### config.mk
export PLATFORM = sky130hd
export DESIGN_NAME = reg_hold_scoreboard
export DESIGN_NICKNAME = d
export VERILOG_FILES = /design/src/rtl/regfile_pkg.sv /design/src/rtl/reg_hold_lookup.sv /design/src/rtl/reg_hold_scoreboard.sv
export SDC_FILE = /design/constraint.sdc
export NUM_CORES = 1
export LEC_CHECK = 0
export CORE_MARGIN = 3
export CORE_UTILIZATION = 55
export DETAILED_ROUTE_END_ITERATION = 12
export PLACE_DENSITY = 0.9
export REMOVE_ABC_BUFFERS = 1
export SYNTH_ARGS = -nofsm -noshare
export SYNTH_HDL_FRONTEND = slang
export SYNTH_SLANG_ARGS = --single-unit
export TNS_END_PERCENT = 5
### constraint.sdc
create_clock -name clk -period 5.3 [get_ports clk]
set_input_delay 0.795 -clock clk [delete_from_list [all_inputs] [get_ports clk]]
set_output_delay 0.795 -clock clk [all_outputs]
set_load 0.05 [all_outputs]
### src/rtl/regfile_pkg.sv
// ---------------------------------------------------------------------------
// regfile_pkg
// Constants and types shared by the register-file blocks: the operand-read
// arbiter, the writeback path and the hold scoreboard.
//   NUM_REGS     : number of architectural registers (hold vector width)
//   IDX_W        : register index width
//   STALL_CNT_W  : width of the consecutive-stall counter
//   hold_state_e : scoreboard sequencing states RUN / STALL / DRAIN
// ---------------------------------------------------------------------------
package regfile_pkg;

  localparam int NUM_REGS    = 16;
  localparam int IDX_W       = 4;
  localparam int STALL_CNT_W = 8;

  typedef enum logic [1:0] {
    RUN   = 2'd0,
    STALL = 2'd1,
    DRAIN = 2'd2
  } hold_state_e;

endpackage : regfile_pkg

### src/rtl/reg_hold_lookup.sv
// ---------------------------------------------------------------------------
// reg_hold_lookup
// Selects one bit of a register-indexed vector (WIDTH:1 mux).
//   vec_i : vector indexed by register number
//   idx_i : register index
//   bit_o : vec_i[idx_i]; 0 if idx_i is beyond WIDTH-1
// ---------------------------------------------------------------------------
module reg_hold_lookup #(
  parameter int WIDTH = regfile_pkg::NUM_REGS,
  parameter int SEL_W = regfile_pkg::IDX_W
) (
  input  logic [WIDTH-1:0] vec_i,
  input  logic [SEL_W-1:0] idx_i,
  output logic             bit_o
);

  // AND-OR form: decode the index, mask the vector, reduce.
  logic [WIDTH-1:0] sel;

  for (genvar gi = 0; gi < WIDTH; gi++) begin : g_sel
    assign sel[gi] = vec_i[gi] && (idx_i == SEL_W'(gi));
  end

  assign bit_o = |sel;

endmodule : reg_hold_lookup

### src/rtl/reg_hold_scoreboard.sv
// ---------------------------------------------------------------------------
// reg_hold_scoreboard
// Tracks outstanding register writes and gates instruction issue.
//   clk, rst         : clock (rising edge), asynchronous active-high reset
//   issue_valid      : instruction presented for issue
//   issue_ready      : combinational accept for this cycle
//   issue_opnd1/2    : source indices, qualified by issue_is_opnd1/2
//   issue_dest       : destination index, qualified by issue_is_dest
//   wb_valid/wb_dest : per-port writeback strobe and index
//   flush            : single-cycle drain request
//   hold_Q           : registered hold vector (bit n = write pending to rn)
//   busy             : registered, sequencer not in RUN
//   stall_cycles     : saturating consecutive-stall count
//   watchdog_err     : sticky, stall count reached STALL_LIMIT
//   spurious_wb      : registered pulse, writeback hit a clear hold bit
// ---------------------------------------------------------------------------
module reg_hold_scoreboard #(
  parameter int NUM_REGS    = regfile_pkg::NUM_REGS,
  parameter int IDX_W       = regfile_pkg::IDX_W,
  parameter int NUM_WB      = 2,
  parameter int STALL_LIMIT = 255
) (
  input  logic                    clk,
  input  logic                    rst,
  input  logic                    issue_valid,
  output logic                    issue_ready,
  input  logic [IDX_W-1:0]        issue_opnd1,
  input  logic                    issue_is_opnd1,
  input  logic [IDX_W-1:0]        issue_opnd2,
  input  logic                    issue_is_opnd2,
  input  logic [IDX_W-1:0]        issue_dest,
  input  logic                    issue_is_dest,
  input  logic [NUM_WB-1:0]       wb_valid,
  input  logic [NUM_WB*IDX_W-1:0] wb_dest,
  input  logic                    flush,
  output logic [NUM_REGS-1:0]     hold_Q,
  output logic                    busy,
  output logic [7:0]              stall_cycles,
  output logic                    watchdog_err,
  output logic                    spurious_wb
);

  import regfile_pkg::*;

  localparam logic [7:0] STALL_LIMIT_C = 8'(STALL_LIMIT);

  hold_state_e         state_q;
  logic [NUM_REGS-1:0] hold_q, hold_d;
  logic [7:0]          stall_cnt_q, stall_cnt_d;
  logic                watchdog_q;
  logic                spurious_q;
  logic                busy_q;

  logic [NUM_REGS-1:0] clr;
  logic [NUM_REGS-1:0] eff_hold;
  logic [NUM_REGS-1:0] set;
  logic [NUM_WB-1:0]   spur_hit;
  logic                opnd1_held, opnd2_held, dest_held;
  logic                haz;
  logic                can_issue;
  logic                fire;

  // -------------------------------------------------------------------------
  // Writeback clear mask: a register is cleared if any port targets it.
  // Two ports naming the same register simply OR into one clear.
  // -------------------------------------------------------------------------
  for (genvar gi = 0; gi < NUM_REGS; gi++) begin : g_clr
    logic [NUM_WB-1:0] hit;
    for (genvar gk = 0; gk < NUM_WB; gk++) begin : g_port
      assign hit[gk] = wb_valid[gk] && (wb_dest[gk*IDX_W +: IDX_W] == IDX_W'(gi));
    end
    assign clr[gi] = |hit;
  end

  // Spurious check looks at the registered hold vector, before this cycle's
  // clears, so a duplicated writeback on a held register is not flagged.
  for (genvar gi = 0; gi < NUM_WB; gi++) begin : g_spur
    assign spur_hit[gi] = wb_valid[gi] && !hold_q[wb_dest[gi*IDX_W +: IDX_W]];
  end

  // Same-cycle writeback bypasses the hazard.
  assign eff_hold = hold_q & ~clr;

  reg_hold_lookup #(.WIDTH(NUM_REGS), .SEL_W(IDX_W)) u_lk_opnd1 (
    .vec_i (eff_hold),
    .idx_i (issue_opnd1),
    .bit_o (opnd1_held)
  );

  reg_hold_lookup #(.WIDTH(NUM_REGS), .SEL_W(IDX_W)) u_lk_opnd2 (
    .vec_i (eff_hold),
    .idx_i (issue_opnd2),
    .bit_o (opnd2_held)
  );

  reg_hold_lookup #(.WIDTH(NUM_REGS), .SEL_W(IDX_W)) u_lk_dest (
    .vec_i (eff_hold),
    .idx_i (issue_dest),
    .bit_o (dest_held)
  );

  // Dest term is the WAW check; unqualified index fields never contribute.
  assign haz = (issue_is_opnd1 && opnd1_held) ||
               (issue_is_opnd2 && opnd2_held) ||
               (issue_is_dest  && dest_held);

  assign can_issue   = (state_q == RUN) || (state_q == STALL);
  // A flush cycle never accepts an instruction.
  assign issue_ready = can_issue && !haz && !flush;
  assign fire        = issue_valid && issue_ready;

  // Set is ORed after the clear so a reissue of a just-written register wins.
  assign set    = (fire && issue_is_dest) ?
                  ({{(NUM_REGS-1){1'b0}}, 1'b1} << issue_dest) : '0;
  assign hold_d = eff_hold | set;

  // Counter advances only while the sequencer remains in STALL; every
  // other path (fire, withdraw, flush, not stalling) returns it to zero.
  always_comb begin
    stall_cnt_d = '0;
    if ((state_q == STALL) && !flush && issue_valid && !fire) begin
      stall_cnt_d = (stall_cnt_q == 8'hFF) ? stall_cnt_q : stall_cnt_q + 8'd1;
    end
  end

  // -------------------------------------------------------------------------
  // Sequencer and registered outputs.
  // -------------------------------------------------------------------------
  always_ff @(posedge clk or posedge rst) begin
    if (rst) begin
      state_q     <= RUN;
      busy_q      <= 1'b0;
      hold_q      <= '0;
      stall_cnt_q <= '0;
      watchdog_q  <= 1'b0;
      spurious_q  <= 1'b0;
    end else begin
      hold_q      <= hold_d;
      stall_cnt_q <= stall_cnt_d;
      spurious_q  <= |spur_hit;

      if ((stall_cnt_d != 8'd0) && (stall_cnt_d == STALL_LIMIT_C)) begin
        watchdog_q <= 1'b1;
      end

      if (flush && (state_q != DRAIN)) begin
        state_q <= DRAIN;
        busy_q  <= 1'b1;
      end else begin
        case (state_q)
          RUN: begin
            if (issue_valid && haz) begin
              state_q <= STALL;
              busy_q  <= 1'b1;
            end
          end
          STALL: begin
            if (fire || !issue_valid) begin
              state_q <= RUN;
              busy_q  <= 1'b0;
            end
          end
          DRAIN: begin
            // Leave as soon as the vector being loaded is empty.
            if (hold_d == '0) begin
              state_q <= RUN;
              busy_q  <= 1'b0;
            end
          end
          default: begin
            state_q <= RUN;
            busy_q  <= 1'b0;
          end
        endcase
      end
    end
  end

  assign hold_Q       = hold_q;
  assign busy         = busy_q;
  assign stall_cycles = stall_cnt_q;
  assign watchdog_err = watchdog_q;
  assign spurious_wb  = spurious_q;

endmodule : reg_hold_scoreboard

Word level (Yosys, flattened, before mapping)
Index checks and enable logic that the tools add are counted.
Word-level totals
  ROM bits: 0
  bits in registers: 29
  logic and storage cells: 247
  memories: 0
  bits in writable memories: 0
  bits in latches: 0
Cells by class
  bitwise gates (word level): 3
  order comparisons: 2
  add/sub/neg operators: 1
  reduce and logical (&&, ||, !) cells: 134
  shift operators: 1
  equal/unequal tests: 83
  muxes and demuxes: 17
  div/mod/pow operators: 0
  multiply operators: 0
Operator list (number)
  $eq A4 B4 Y1 const B: 40
  $logic_and A1 B1 Y1: 95
  $eq A4 B3 Y1 const B: 20
  $reduce_or A16 Y1: 3
  $eq A4 B2 Y1 const B: 10
  $reduce_or A2 Y1: 17
  $eq A4 B1 Y1 const B: 5
  $logic_not A4 Y1: 5
  $and A16 B16 Y16: 1
  $eq A8 B8 Y1 const B: 2
  $logic_not A16 Y1: 1
  $mux W16: 1
  $mux W8: 2
  $not A16 Y16: 1
  $or A16 B16 Y16: 1
  $shl A1 B4 Y16 const A: 1
  $lt A4 B5 Y1 const B: 2
  $add A8 B1 Y8 const B: 1
  $bmux W1 S4: 2
  $mux W2: 4
  $reduce_bool A8 Y1: 1
  $logic_not A1 Y1: 6
  $mux W1: 6
  $ne A3 B1 Y1 const B: 2
  9 further kinds: 12

Longest topological paths before layout
Gate-level depths: netlist (run 1).
  depth in word-level cells: 21
  gate-level depth with buffers: 10

By module
A second synthesis (run 1) with hierarchy kept.
Unflattened totals
  cell total of the unflattened synthesis: 256
  area, all modules: 2464.9 um2
By module, submodules not included
  reg_hold_scoreboard: area each 2059.5 um2, times used 1, sequential area each 725.7 um2, cells each 235
  reg_hold_lookup: area each 135.1 um2, times used 3, sequential area each 0.0 um2, cells each 7

Worst setup path after synthesis (run 1)
No wires, ideal clock.
  kind: input to output
  start point: in wb_dest[5]
  end point: out issue_ready
  path slack: 0.796 ns
  path buffers: 1
  data required time: 4.505 ns
  cell stages on the path: 8
  data arrival time: 3.709 ns
  cells stage by stage: buf_6 > or3b_4 > o221ai_4 > o22ai_1 > a311o_1 > o41ai_4 > o221ai_2 > nor3_1
Between the ends
  cells in the longest elaborated chain, start to end: 13
RTL lines
  from (decl): RTL line reg_hold_scoreboard.sv:34  | input logic [NUM_WB*IDX_W-1:0] wb_dest,
  $eq A4 B1 Y1 (tied with other cells): RTL line reg_hold_scoreboard.sv:70  | assign hit[gk] = wb_valid[gk] && (wb_dest[gk*IDX_W +: IDX_W] == IDX_W'(gi));
  $logic_and A1 B1 Y1: RTL line reg_hold_scoreboard.sv:70
  $reduce_or A2 Y1: RTL line reg_hold_scoreboard.sv:72  | assign clr[gi] = |hit;
  $not A16 Y16 (*): RTL line reg_hold_scoreboard.sv:82  | assign eff_hold = hold_q & ~clr;
  $and A16 B16 Y16 (*): RTL line reg_hold_scoreboard.sv:82
  $logic_and A1 B1 Y1: RTL line reg_hold_lookup.sv:21  | assign sel[gi] = vec_i[gi] && (idx_i == SEL_W'(gi));
  $reduce_or A16 Y1: RTL line reg_hold_lookup.sv:24  | assign bit_o = |sel;
  $logic_and A1 B1 Y1, on equally long branches: RTL line reg_hold_scoreboard.sv:103, reg_hold_scoreboard.sv:104
  $logic_or A1 B1 Y1: RTL line reg_hold_scoreboard.sv:103  | assign haz = (issue_is_opnd1 && opnd1_held) ||
  $logic_or A1 B1 Y1 (*): RTL line reg_hold_scoreboard.sv:104  | (issue_is_opnd2 && opnd2_held) ||
  $logic_not A1 Y1 (*): RTL line reg_hold_scoreboard.sv:109  | assign issue_ready = can_issue && !haz && !flush;
  $logic_and A1 B1 Y1 (*) (2 in a row): RTL line reg_hold_scoreboard.sv:109
  to (decl): RTL line reg_hold_scoreboard.sv:26  | output logic issue_ready,
Mark *: on every way between the ends. The rest lies on a longest branch, timed or not.

Worst setup path after layout (run 1)
  start point: in wb_dest[0]
  end point: out issue_ready
Same word-level chain as after synthesis.

==> results of run 1 <==
## flip-flops by register name (all words and copies together) (netlist names)
| signal | count |
|---|---|
| busy | 1 |
| hold_Q | 16 |
| spurious_wb | 1 |
| stall_cycles | 8 |
| state_q | 2 |
| watchdog_err | 1 |
## layout by cell type (no fill, tap or decap), types with 4 or more instances in the layout
cell type	Yosys	layout
sky130_fd_sc_hd__dfrtp_1	29	29
sky130_fd_sc_hd__inv_1	9	9
sky130_fd_sc_hd__o31ai_2	4	4
sky130_fd_sc_hd__o22ai_1	5	5
sky130_fd_sc_hd__nand3b_1	5	5
sky130_fd_sc_hd__o221ai_2	6	6
sky130_fd_sc_hd__or2_2	7	7
sky130_fd_sc_hd__nand4_1	6	6
sky130_fd_sc_hd__nand2b_1	11	11
sky130_fd_sc_hd__buf_4	1	10
sky130_fd_sc_hd__nor3_1	11	11
sky130_fd_sc_hd__mux4_1	4	4
sky130_fd_sc_hd__o41ai_2	6	6
sky130_fd_sc_hd__clkdlybuf4s50_1	0	55
sky130_fd_sc_hd__a21oi_1	6	6
sky130_fd_sc_hd__nor2b_1	5	5
sky130_fd_sc_hd__mux4_2	6	6
sky130_fd_sc_hd__o21ai_0	5	5
sky130_fd_sc_hd__o32ai_1	6	6
sky130_fd_sc_hd__o41ai_1	6	6
sky130_fd_sc_hd__nand3_1	8	8
sky130_fd_sc_hd__o221ai_1	10	10
sky130_fd_sc_hd__clkbuf_8	0	6
sky130_fd_sc_hd__nor2_1	22	22
sky130_fd_sc_hd__nand2_1	24	24
## per-stage QoR
stage	cells	total power [µW]	utilization [%]	instance area, µm²	setup WS, ps
after floorplan	246	457	-	2430	914
after global placement	361	575	74.3	3120	820
after detailed placement	361	580	74.3	3120	697
after CTS	369	824	77.1	3240	638
after global routing	369	859	77.1	3240	413
final	369	825	77.1	3240	598
## metal layers
| metal | vias to the layer above | GRT usage [%] |
|---|---|---|
| li1 | 1160 | - |
| met1 | 1241 | 37.8 |
| met2 | 201 | 48.2 |
| met3 | 57 | 6.84 |
| met4 | 0 | 18.1 |
| met5 | - | 0 |
## worst register-to-register path: stages (launching register included)
cell and delay [ps]:
sky130_fd_sc_hd__dfrtp_1 420, sky130_fd_sc_hd__o221ai_1 210, sky130_fd_sc_hd__o22ai_1 170, sky130_fd_sc_hd__a311o_1 430, sky130_fd_sc_hd__o41ai_4 440, sky130_fd_sc_hd__nand2_4 240
sky130_fd_sc_hd__o41ai_1 440
## final cells by class
class                           instances  area (µm²)  area share [%]
Multi-Input combinational cell        208        1670            51.6
Clock buffer                            6        82.6            2.55
Sequential cell                        29         726            22.4
Tap cell                               50        62.6            1.93
Clock inverter                          2        37.5            1.16
Inverter                                9        33.8            1.04
Timing Repair Buffer                   65         626            19.3
## where the power goes
group | internal, µW | total, µW | switching [µW]
clock | 153 | 239 | 86.1
combinational | 123 | 318 | 195
sequential | 242 | 269 | 26.2
## path summary, 6_finish.rpt
path / start / to / slack (ps) / cells after the start
setup / recovery: wb_dest[0] / issue_ready / 600 / 9
hold / removal: watchdog_err / watchdog_err / 480 / 1
setup reg to reg: hold_Q[7] / hold_Q[5] / 2800 / 6
hold reg to reg: watchdog_err / watchdog_err / 480 / 1
max in group asynchronous: rst / hold_Q[1] / 3480 / 2
min in group asynchronous: rst / stall_cycles[3] / 1120 / 2
## cell families after synthesis
family,Yosys count
AND/OR/NAND/NOR,116
adder cells (fa/ha/maj),1
multiplexers,12
buffers and inverters,21
AO/OA/AOI/OAI,75
XOR/XNOR,4
flip-flops,29
==> results by group, run 1 <==
Run status
  • Result of the run: completed

Timing
  • Unrepaired setup endpoints after global routing: false
  • Peak clock frequency supported by timing: 213 MHz
  • Final hold violation count: 0
  • Minimum hold slack: 481 ps
  • Final worst clock skew: 7.04 ps
  • Final Max Slew Viols: 0
  • Slew at the pin with the worst max-slew slack: 1160 ps
  • Slew Limit Headroom: 22.5%
  • Tmin final: 4700 ps
  • Setup-failing EPs final: 0
  • Period utilisation layout: 88.7%
  • Sum of negative setup slack: 0 ps

Min path
  • Worst hold path class: register to register

Clock network
  • Post-CTS sizing: 0
  • Cts bufs inserted: 5
  • Latest clock arrival within the worst-skew pair: 280 ps
  • Post-CTS Setup Repair Bufs: 0
  • TritonCTS clock tree: built
  • CTS Hold Buffers Added: 0
  • Root buf cell: sky130_fd_sc_hd__clkbuf_8
  • Number of H-tree levels: 2
  • Number of sinks on the clock net: 29
  • Max Root-Sink Buffers: 2
  • CTS clk-pin slew, worst paths: 70 ps

Critical path
  • Sum of buffers and inverters on the critical path: 2
  • Worst setup EP type: output port
  • Critical Path, Cell by Cell: clkdlybuf4s50_1 > nand3_1 > o221ai_1 > o22ai_1 > a311o_1 > o41ai_4 > o221ai_2 > nor3_1 > buf_4
  • Critical path's top delay family: compound AO/OA/AOI/OAI gates
  • Critical Path AT: 3910 ps
  • Req. time, crit path: 4510 ps
  • Crit path launch type: primary input
  • Cell with the largest stage delay on the worst path: sky130_fd_sc_hd__clkdlybuf4s50_1
  • Max FO, Critical Path: 8
  • Crit-path max cell delay: 720 ps
  • Worst Setup Path Type: primary input to output port

Synthesis
  • Adder-cell share of the synthesized area: 0.499%
  • Mean Syn Cell Area: 9.71 µm²
  • Number of enable flip-flop cells after synthesis: 0
  • Number of standard cells after synthesis: 258
  • Cell type with the largest total area after synthesis: sky130_fd_sc_hd__dfrtp_1
  • Ranking of synthesized cells by instance count: sky130_fd_sc_hd__dfrtp_1, sky130_fd_sc_hd__nand2_1, sky130_fd_sc_hd__nor2_1, sky130_fd_sc_hd__nand2b_1, sky130_fd_sc_hd__nor3_1
  • Netlist cell types: 59
  • Post-synth design cell area: 0.00251 mm²
  • Main combinational cell family by area after synthesis: compound AO/OA/AOI/OAI gates
  • Cells taking the most area after synthesis: sky130_fd_sc_hd__dfrtp_1, sky130_fd_sc_hd__mux4_2, sky130_fd_sc_hd__mux4_1
  • Xor/xnor share of the synthesized area: 1.40%
  • Sequential-to-total area share from yosys stat: 29.0%
  • Post-synth top area share: 29.0%
  • #FFs+latches synth: 29
  • Share of synthesized area spent on multiplexers: 10.4%
  • Async S/R FF share, synth: 100%
  • Synthesized-area fraction occupied by ao, oa, aoi and oai cells: 29.3%
  • Yosys warnings: 0
  • Share of synthesized cell area in and, or, nand and nor gates: 25.2%
  • Cell with the most instances after synthesis: sky130_fd_sc_hd__dfrtp_1
  • Most used flip-flop cell after synthesis: sky130_fd_sc_hd__dfrtp_1

Drt
  • Vias after detailed routing: 2659
  • Final routed DRC violation total: 0
  • Met2 layer wire length in the routed design: 3690 µm
  • Routed met3 length: 867 µm
  • Avg Vias per Cell: 7.21
  • Detailed Route WL: 7970 µm
  • First-pass iteration count of the detailed router: 6
  • First DRT Iteration DRCs: 280
  • M1 wire length: 2960 µm
  • Top Metal Used: met4
  • Post-detailed-route count of antenna-violating nets: 0
  • Avg WL per Cell: 21.6 µm

Floorplan
  • Row count: 23
  • Die Area: 0.00540 mm²
  • Chip Width: 73.5 µm
  • Core ar.: 0.00420 mm²
  • Initial core utilization: 59.6%
  • Height of the die: 73.5 µm
  • IO Pins: 57

Global routing
  • Congestion Overflow GR: 0
  • Initial antenna violation count: 0
  • Largest net degree at the start of global routing: 30
  • Vias in the first global route: 2591
  • Global Route Usage Sum: 30.5%
  • Wire length of the first global-routing pass: 12700 µm

Place
  • Half-perimeter wire length after detailed placement: 5720 µm
  • Placer Congestion: 0.969
  • IO buf count: 56

Layout
  • Share of cells above drive strength 1: 16.9%
  • Area added between synthesis and finish: 29.3%
  • Layout filler cell count: 294
  • Diodes inserted: 0
  • Final Net Count: 348

Power
  • Static Leakage: 0.00126 µW
  • Power per standard cell area: 255 mW/mm²
  • Max IR drop VDD: 0.162 mV

Job
  • Max-cap violations: 0
No activity file was read; power rests on OpenSTA's default activity.
==> run 2, diff against run 1 <==
--- a/config.mk
+++ b/config.mk
@@ -8,8 +8,10 @@
 export CORE_MARGIN = 3
 export CORE_UTILIZATION = 55
 export DETAILED_ROUTE_END_ITERATION = 12
+export GPL_TIMING_DRIVEN = 0
 export PLACE_DENSITY = 0.9
 export REMOVE_ABC_BUFFERS = 1
+export SLEW_MARGIN = 20
 export SYNTH_ARGS = -nofsm -noshare
 export SYNTH_HDL_FRONTEND = slang
 export SYNTH_SLANG_ARGS = --single-unit
==> run 2 against run 1 <==
Net effect:
- cell count decreased by 2.4%
- setup slack got worse by 250 ps
- non-clock buffer count is 9 lower
- clock power decreased by 18%
- via count down 1.8%
- first-iteration DRC count grew 1.1%
- clock-buffer cell count stayed put
- maximum frequency down 5.0%
- sequential share of layout area up 0.17 points
- sequential cell count unchanged
- register-to-register slack improved by 170 ps
- combinational power about the same
- critical path type unchanged
- highest routed layer unchanged
==> results by group, run 2 (synthesized netlist as in run 1, its figures left out) <==
Drt
  • Vias after detailed routing: 2612 (was 2659)
  • Avg Vias per Cell: 7.26 (was 7.21)
  • Routed met3 length: 787 µm (was 867 µm)
  • Detailed Route WL: 7740 µm (was 7970 µm)
  • Final routed DRC violation total: 0 (unchanged)
  • Top Metal Used: met4 (unchanged)
  • Post-detailed-route count of antenna-violating nets: 0 (unchanged)
  • M1 wire length: 3010 µm (was 2960 µm)
  • First-pass iteration count of the detailed router: 5 (was 6)
  • Avg WL per Cell: 21.5 µm (was 21.6 µm)
  • First DRT Iteration DRCs: 283 (was 280)
  • Met2 layer wire length in the routed design: 3770 µm (was 3690 µm)

Timing
  • Peak clock frequency supported by timing: 202 MHz (was 213 MHz)
  • Unrepaired setup endpoints after global routing: false (unchanged)
  • Setup-failing EPs final: 0 (unchanged)
  • Period utilisation layout: 93.4% (was 88.7%)
  • Tmin final: 4950 ps (was 4700 ps)
  • Slew Limit Headroom: 34.9% (was 22.5%)
  • Final hold violation count: 0 (unchanged)
  • Least setup slack across all paths after layout: 350 ps (was 598 ps)
  • Slew at the pin with the worst max-slew slack: 973 ps (was 1160 ps)
  • Final Max Slew Viols: 0 (unchanged)
  • Final worst clock skew: 3.04 ps (was 7.04 ps)

Clock network
  • Max Root-Sink Buffers: 2 (unchanged)
  • Root buf cell: sky130_fd_sc_hd__clkbuf_8 (unchanged)
  • TritonCTS clock tree: built (unchanged)
  • Number of H-tree levels: 2 (unchanged)
  • Post-CTS Setup Repair Bufs: 0 (unchanged)
  • Number of sinks on the clock net: 29 (unchanged)
  • Post-CTS sizing: 3 (was 0)
  • Latest clock arrival within the worst-skew pair: 280 ps (about the same)
  • CTS Hold Buffers Added: 0 (unchanged)
  • CTS clk-pin slew, worst paths: 70 ps (about the same)
  • Cts bufs inserted: 5 (unchanged)

Layout
  • Final core utilization: 76.6% (was 77.1%)
  • Area added between synthesis and finish: 28.4% (was 29.3%)
  • Final Net Count: 339 (was 348)
  • Total non-filler cell area in the finished layout: 0.00322 mm² (was 0.00324 mm²)
  • Number of non-filler instances in the completed layout: 360 (was 369)
  • Layout filler cell count: 302 (was 294)
  • Flip-flop count of the largest register after layout: 16 (unchanged)
  • Share of cells above drive strength 1: 17.7% (was 16.9%)
  • Most common library cell in the layout ignoring fill and taps: sky130_fd_sc_hd__clkdlybuf4s50_1 (unchanged)
  • Diodes inserted: 0 (unchanged)
  • Commonest cells after routing, fill and taps aside: sky130_fd_sc_hd__clkdlybuf4s50_1, sky130_fd_sc_hd__dfrtp_1, sky130_fd_sc_hd__nand2_1 (unchanged)

Global routing
  • Initial antenna violation count: 0 (unchanged)
  • Wire length of the first global-routing pass: 11800 µm (was 12700 µm)
  • Global Route Usage Sum: 28.5% (was 30.5%)
  • Vias in the first global route: 2426 (was 2591)
  • Largest net degree at the start of global routing: 30 (unchanged)
  • Congestion Overflow GR: 0 (unchanged)

Run status
  • Result of the run: completed (unchanged)

Place
  • Worst Setup Slack post-DPL: -79.4 ps (was 697 ps)
  • Cell Count Post-Placement: 352 (was 361)
  • Placed instance area: 0.00306 mm² (was 0.00312 mm²)
  • Half-perimeter wire length after detailed placement: 5300 µm (was 5720 µm)
  • IO buf count: 56 (unchanged)
  • Placer Congestion: 0.947 (was 0.969)

Critical path
  • Crit path launch type: primary input (unchanged)
  • Max FO, Critical Path: 8 (unchanged)
  • Crit-path max cell delay: 720 ps (about the same)
  • Req. time, crit path: 4510 ps (about the same)
  • Cell with the largest stage delay on the worst path: sky130_fd_sc_hd__clkdlybuf4s50_1 (unchanged)
  • Critical Path, Cell by Cell: clkdlybuf4s50_1 > nand3b_1 > o221ai_2 > o22ai_1 > a2111o_1 > o41ai_4 > o221ai_2 > nor3_1 > dlymetal6s2s_1 (was clkdlybuf4s50_1 > nand3_1 > o221ai_1 > o22ai_1 > a311o_1 > o41ai_4 > o221ai_2 > nor3_1 > buf_4)
  • Sum of buffers and inverters on the critical path: 2 (unchanged)
  • Worst setup EP type: output port (unchanged)
  • Crit. path cell count: 9 (unchanged)
  • Critical Path AT: 4150 ps (was 3910 ps)
  • Worst-case reg-to-reg path depth: 6 (unchanged)
  • Worst reg2reg setup slack: 2970 ps (was 2800 ps)
  • Critical path's top delay family: compound AO/OA/AOI/OAI gates (unchanged)
  • Worst Setup Path Type: primary input to output port (unchanged)
  • Most common cell type on the critical path: sky130_fd_sc_hd__o221ai_2

Power
  • Max IR drop VDD: 0.183 mV (was 0.162 mV)
  • Net switching power: 311 µW (was 307 µW)
  • Overall power after layout: 777 µW (was 825 µW)
  • Register share of total power: 34.2% (was 32.6%)
  • Internal Power: 466 µW (was 518 µW)
  • Power per standard cell area: 242 mW/mm² (was 255 mW/mm²)
  • Share of power burned in the clock network: 25.2% (was 28.9%)
  • Static Leakage: 0.00123 µW (was 0.00126 µW)
  • Logic pwr share: 40.7% (was 38.5%)
  • Proportion of total power due to net switching: 40.1% (was 37.2%)

Floorplan
  • Row count: 23 (unchanged)
  • Height of the die: 73.5 µm (unchanged)
  • Initial core utilization: 59.6% (unchanged)
  • Core ar.: 0.00420 mm² (unchanged)
  • Chip Width: 73.5 µm (unchanged)
  • Die Area: 0.00540 mm² (unchanged)
  • IO Pins: 57 (unchanged)

Min path
  • Worst Hold Depth: 1 (unchanged)
  • Worst hold path class: register to register (unchanged)

Job
  • Max-cap violations: 0 (unchanged)
==> run 2: area by class of cell <==
| type | instances | area (µm²) | share of cell area, % |
|---|---|---|---|
| Clock inverter | 2 | 13.8 | 0.428 |
| Timing Repair Buffer | 56 | 563 | 17.5 |
| Inverter | 9 | 33.8 | 1.05 |
| Multi-Input combinational cell | 208 | 1740 | 53.9 |
| Sequential cell | 29 | 726 | 22.6 |
| Clock buffer | 6 | 82.6 | 2.57 |
| Tap cell | 50 | 62.6 | 1.94 |
==> run 2: worst paths after layout <==
| kind | startpoint | end |
|---|---|---|
| max | wb_dest[0] | issue_ready |
| min | watchdog_err | watchdog_err |
| max reg2reg | hold_Q[7] | hold_Q[14] |
| min reg2reg | watchdog_err | watchdog_err |
| max in group asynchronous | rst | hold_Q[3] |
| min in group asynchronous | rst | stall_cycles[6] |
==> run 2: metrics by stage <==
stage	TNS (ps)	hold slack [ps]
2_1_floorplan	0	558
3_3_place_gp	-88.9	454
3_5_place_dp	-79.4	457
4_1_cts	0	471
5_1_grt	0	505
6_report	0	465
==> run 2: routing by layer <==
metal | vias up | GRT usage, %
met5 | - | 0
li1 | 1151 | -
met4 | 0 | 10.7
met2 | 192 | 46.2
met1 | 1238 | 36.6
met3 | 31 | 7.39
==> run 2: power groups by stage <==
stage	logic (µW)	clock network (µW)	registers, µW
2_1_floorplan	136	0	321
3_3_place_gp	298	0	266
3_5_place_dp	305	0	267
4_1_cts	307	195	263
5_1_grt	333	207	267
6_report	316	195	265
==> run 3, diff against run 2 <==
--- a/config.mk
+++ b/config.mk
@@ -6,10 +6,10 @@
 export NUM_CORES = 1
 export LEC_CHECK = 0
 export CORE_MARGIN = 3
-export CORE_UTILIZATION = 55
+export CORE_UTILIZATION = 45
 export DETAILED_ROUTE_END_ITERATION = 12
 export GPL_TIMING_DRIVEN = 0
-export PLACE_DENSITY = 0.9
+export PLACE_DENSITY = 0.77
 export REMOVE_ABC_BUFFERS = 1
 export SLEW_MARGIN = 20
 export SYNTH_ARGS = -nofsm -noshare
==> run 3 against run 2 <==
Net effect:
- sequential power hardly changed
- critical path depth did not move
- setup slack better by 21 ps
- total power is 3.2% lower
- sequential cell count unchanged
- cell count increased by 5.3%
- core utilization is 15 points lower
- worst hold slack better by 11 ps
- via count is 5.1% lower
- global-route usage fell by 5.7 points
- register-to-register slack got worse by 90 ps
- clock skew up 1.5 ps
- largest cell class unchanged
- highest routed layer unchanged
==> results by group, run 3 (synthesized netlist as in run 1, its figures left out) <==
Critical path
  • Req. time, crit path: 4510 ps (about the same)
  • Worst-case reg-to-reg path depth: 7 (was 6)
  • Endpoint of the most critical setup path: issue_ready (unchanged)
  • Worst Setup Path Type: primary input to output port (unchanged)
  • Worst reg2reg setup slack: 2880 ps (was 2970 ps)
  • Critical Path AT: 4130 ps (was 4150 ps)
  • Max FO, Critical Path: 8 (unchanged)
  • Worst setup EP type: output port (unchanged)
  • Crit path launch type: primary input (unchanged)
  • Worst setup startpoint: wb_dest[0] (unchanged)
  • Origin of the critical flop-to-flop path: hold_Q[6] (was hold_Q[7])
  • Endpoint of the worst-slack reg-to-reg timing path: stall_cycles[7] (was hold_Q[14])

Floorplan
  • Row count: 26 (was 23)
  • IO Pins: 57 (unchanged)
  • Chip Width: 80.6 µm (was 73.5 µm)
  • Initial core utilization: 47.8% (was 59.6%)
  • Core ar.: 0.00524 mm² (was 0.00420 mm²)
  • Height of the die: 80.6 µm (was 73.5 µm)
  • Die Area: 0.00650 mm² (was 0.00540 mm²)

Layout
  • Diodes inserted: 0 (unchanged)
  • Commonest cells after routing, fill and taps aside: sky130_fd_sc_hd__clkdlybuf4s50_1, sky130_fd_sc_hd__dfrtp_1, sky130_fd_sc_hd__nand2_1 (unchanged)
  • Most common library cell in the layout ignoring fill and taps: sky130_fd_sc_hd__clkdlybuf4s50_1 (unchanged)
  • Flip-flop count of the largest register after layout: 16 (unchanged)
  • Area added between synthesis and finish: 28.7% (was 28.4%)
  • Total non-filler cell area in the finished layout: 0.00323 mm² (was 0.00322 mm²)
  • Share of cells above drive strength 1: 16.8% (was 17.7%)
  • Final Net Count: 339 (unchanged)
  • Number of non-filler instances in the completed layout: 379 (was 360)
  • Layout filler cell count: 444 (was 302)

Drt
  • First DRT Iteration DRCs: 198 (was 283)
  • Final routed DRC violation total: 0 (unchanged)
  • Avg Vias per Cell: 6.54 (was 7.26)
  • Avg WL per Cell: 19.2 µm (was 21.5 µm)
  • Post-detailed-route count of antenna-violating nets: 0 (unchanged)
  • First-pass iteration count of the detailed router: 5 (unchanged)
  • Detailed Route WL: 7290 µm (was 7740 µm)
  • Vias after detailed routing: 2480 (was 2612)

Place
  • IO buf count: 56 (unchanged)
  • Half-perimeter wire length after detailed placement: 5220 µm (was 5300 µm)
  • Cell Count Post-Placement: 372 (was 352)
  • Placer Congestion: 0.920 (was 0.947)
  • Placed instance area: 0.00308 mm² (was 0.00306 mm²)
  • Worst Setup Slack post-DPL: -54.4 ps (was -79.4 ps)

Timing
  • Final Max Slew Viols: 0 (unchanged)
  • Peak clock frequency supported by timing: 203 MHz (was 202 MHz)
  • Least setup slack across all paths after layout: 371 ps (was 350 ps)
  • Slew Limit Headroom: 33.1% (was 34.9%)
  • Setup-failing EPs final: 0 (unchanged)
  • Final worst clock skew: 4.52 ps (was 3.04 ps)
  • Unrepaired setup endpoints after global routing: false (unchanged)
  • Tmin final: 4930 ps (was 4950 ps)
  • Period utilisation layout: 93.0% (was 93.4%)
  • Final hold violation count: 0 (unchanged)
  • Slew at the pin with the worst max-slew slack: 1000 ps (was 973 ps)

Global routing
  • Congestion Overflow GR: 0 (unchanged)
  • Initial antenna violation count: 0 (unchanged)
  • Largest net degree at the start of global routing: 30 (unchanged)
  • Global Route Usage Sum: 22.9% (was 28.5%)
  • Vias in the first global route: 2308 (was 2426)
  • Wire length of the first global-routing pass: 11500 µm (was 11800 µm)

Power
  • Share of power burned in the clock network: 23.6% (was 25.2%)
  • Static Leakage: 0.00123 µW (about the same)
  • Proportion of total power due to net switching: 38.4% (was 40.1%)
  • Power per standard cell area: 233 mW/mm² (was 242 mW/mm²)
  • Register share of total power: 35.3% (was 34.2%)
  • Internal Power: 463 µW (was 466 µW)
  • Max IR drop VDD: 0.161 mV (was 0.183 mV)
  • Logic pwr share: 41.1% (was 40.7%)
  • Net switching power: 289 µW (was 311 µW)

Run status
  • Result of the run: completed (unchanged)

Min path
  • Worst Hold Depth: 1 (unchanged)
  • Worst hold path class: register to register (unchanged)

Clock network
  • Post-CTS Setup Repair Bufs: 0 (unchanged)
  • Number of H-tree levels: 2 (unchanged)
  • TritonCTS clock tree: built (unchanged)
  • Cts bufs inserted: 5 (unchanged)
  • Root buf cell: sky130_fd_sc_hd__clkbuf_8 (unchanged)
  • Number of sinks on the clock net: 29 (unchanged)
  • CTS clk-pin slew, worst paths: 60 ps (was 70 ps)
  • CTS Hold Buffers Added: 0 (unchanged)
  • Latest clock arrival within the worst-skew pair: 270 ps (was 280 ps)
  • Post-CTS sizing: 6 (was 3)
  • Max Root-Sink Buffers: 2 (unchanged)

Job
  • Max-cap violations: 0 (unchanged)
-- run 3: worst min path at each step --
stage / slack [ps] / start / to
after floorplan: 560 / state_q[1] / state_q[0]
after global placement: 460 / watchdog_err / watchdog_err
after detailed placement: 460 / watchdog_err / watchdog_err
after CTS: 480 / watchdog_err / watchdog_err
after global routing: 510 / watchdog_err / watchdog_err
final: 480 / watchdog_err / watchdog_err
-- run 3: power by group through the flow --
stage,sequential (µW),combinational (µW),clock (µW)
6_report,265,309,178
3_3_place_gp,267,301,0
3_5_place_dp,268,303,0
4_1_cts,265,307,184
5_1_grt,268,329,195
2_1_floorplan,321,136,0
-- run 3: area by class of cell --
| class | count | area (µm²) | area share, % |
|---|---|---|---|
| clock buffers | 7 | 86.3 | 2.68 |
| inverters | 9 | 33.8 | 1.05 |
| multi-input cells | 208 | 1730 | 53.6 |
| flip-flops and latches | 29 | 726 | 22.5 |
| well taps | 70 | 87.6 | 2.72 |
| repair buffers | 56 | 563 | 17.5 |
-- run 3: per-layer routing --
metal / wire length, µm / vias to the layer above / GRT usage [%]
met5: 0 / - / 0
met4: 53 / 0 / 6.59
met3: 645 / 12 / 5.83
met2: 3480 / 143 / 36.3
met1: 3120 / 1171 / 30.7
li1: - / 1154 / -
-- run 3: worst max-delay path: stages --
cell and delay [ps]:
sky130_fd_sc_hd__clkdlybuf4s50_1 610, sky130_fd_sc_hd__nand3b_1 380, sky130_fd_sc_hd__o221ai_1 630, sky130_fd_sc_hd__nor3_1 90, sky130_fd_sc_hd__o31a_1 290, sky130_fd_sc_hd__o41ai_4 470, sky130_fd_sc_hd__o221ai_2 230, sky130_fd_sc_hd__nor3_1 170
sky130_fd_sc_hd__dlymetal6s2s_1 460
-- run 3: through the flow --
step           power [µW]  hold WS (ps)  util (%)  TNS, ps
2_1_floorplan         457           558         -        0
3_3_place_gp          568           456      58.8    -64.9
3_5_place_dp          571           459      58.8    -54.4
4_1_cts               755           480      61.2        0
5_1_grt               793           514      61.6        0
6_report              752           476      61.6        0
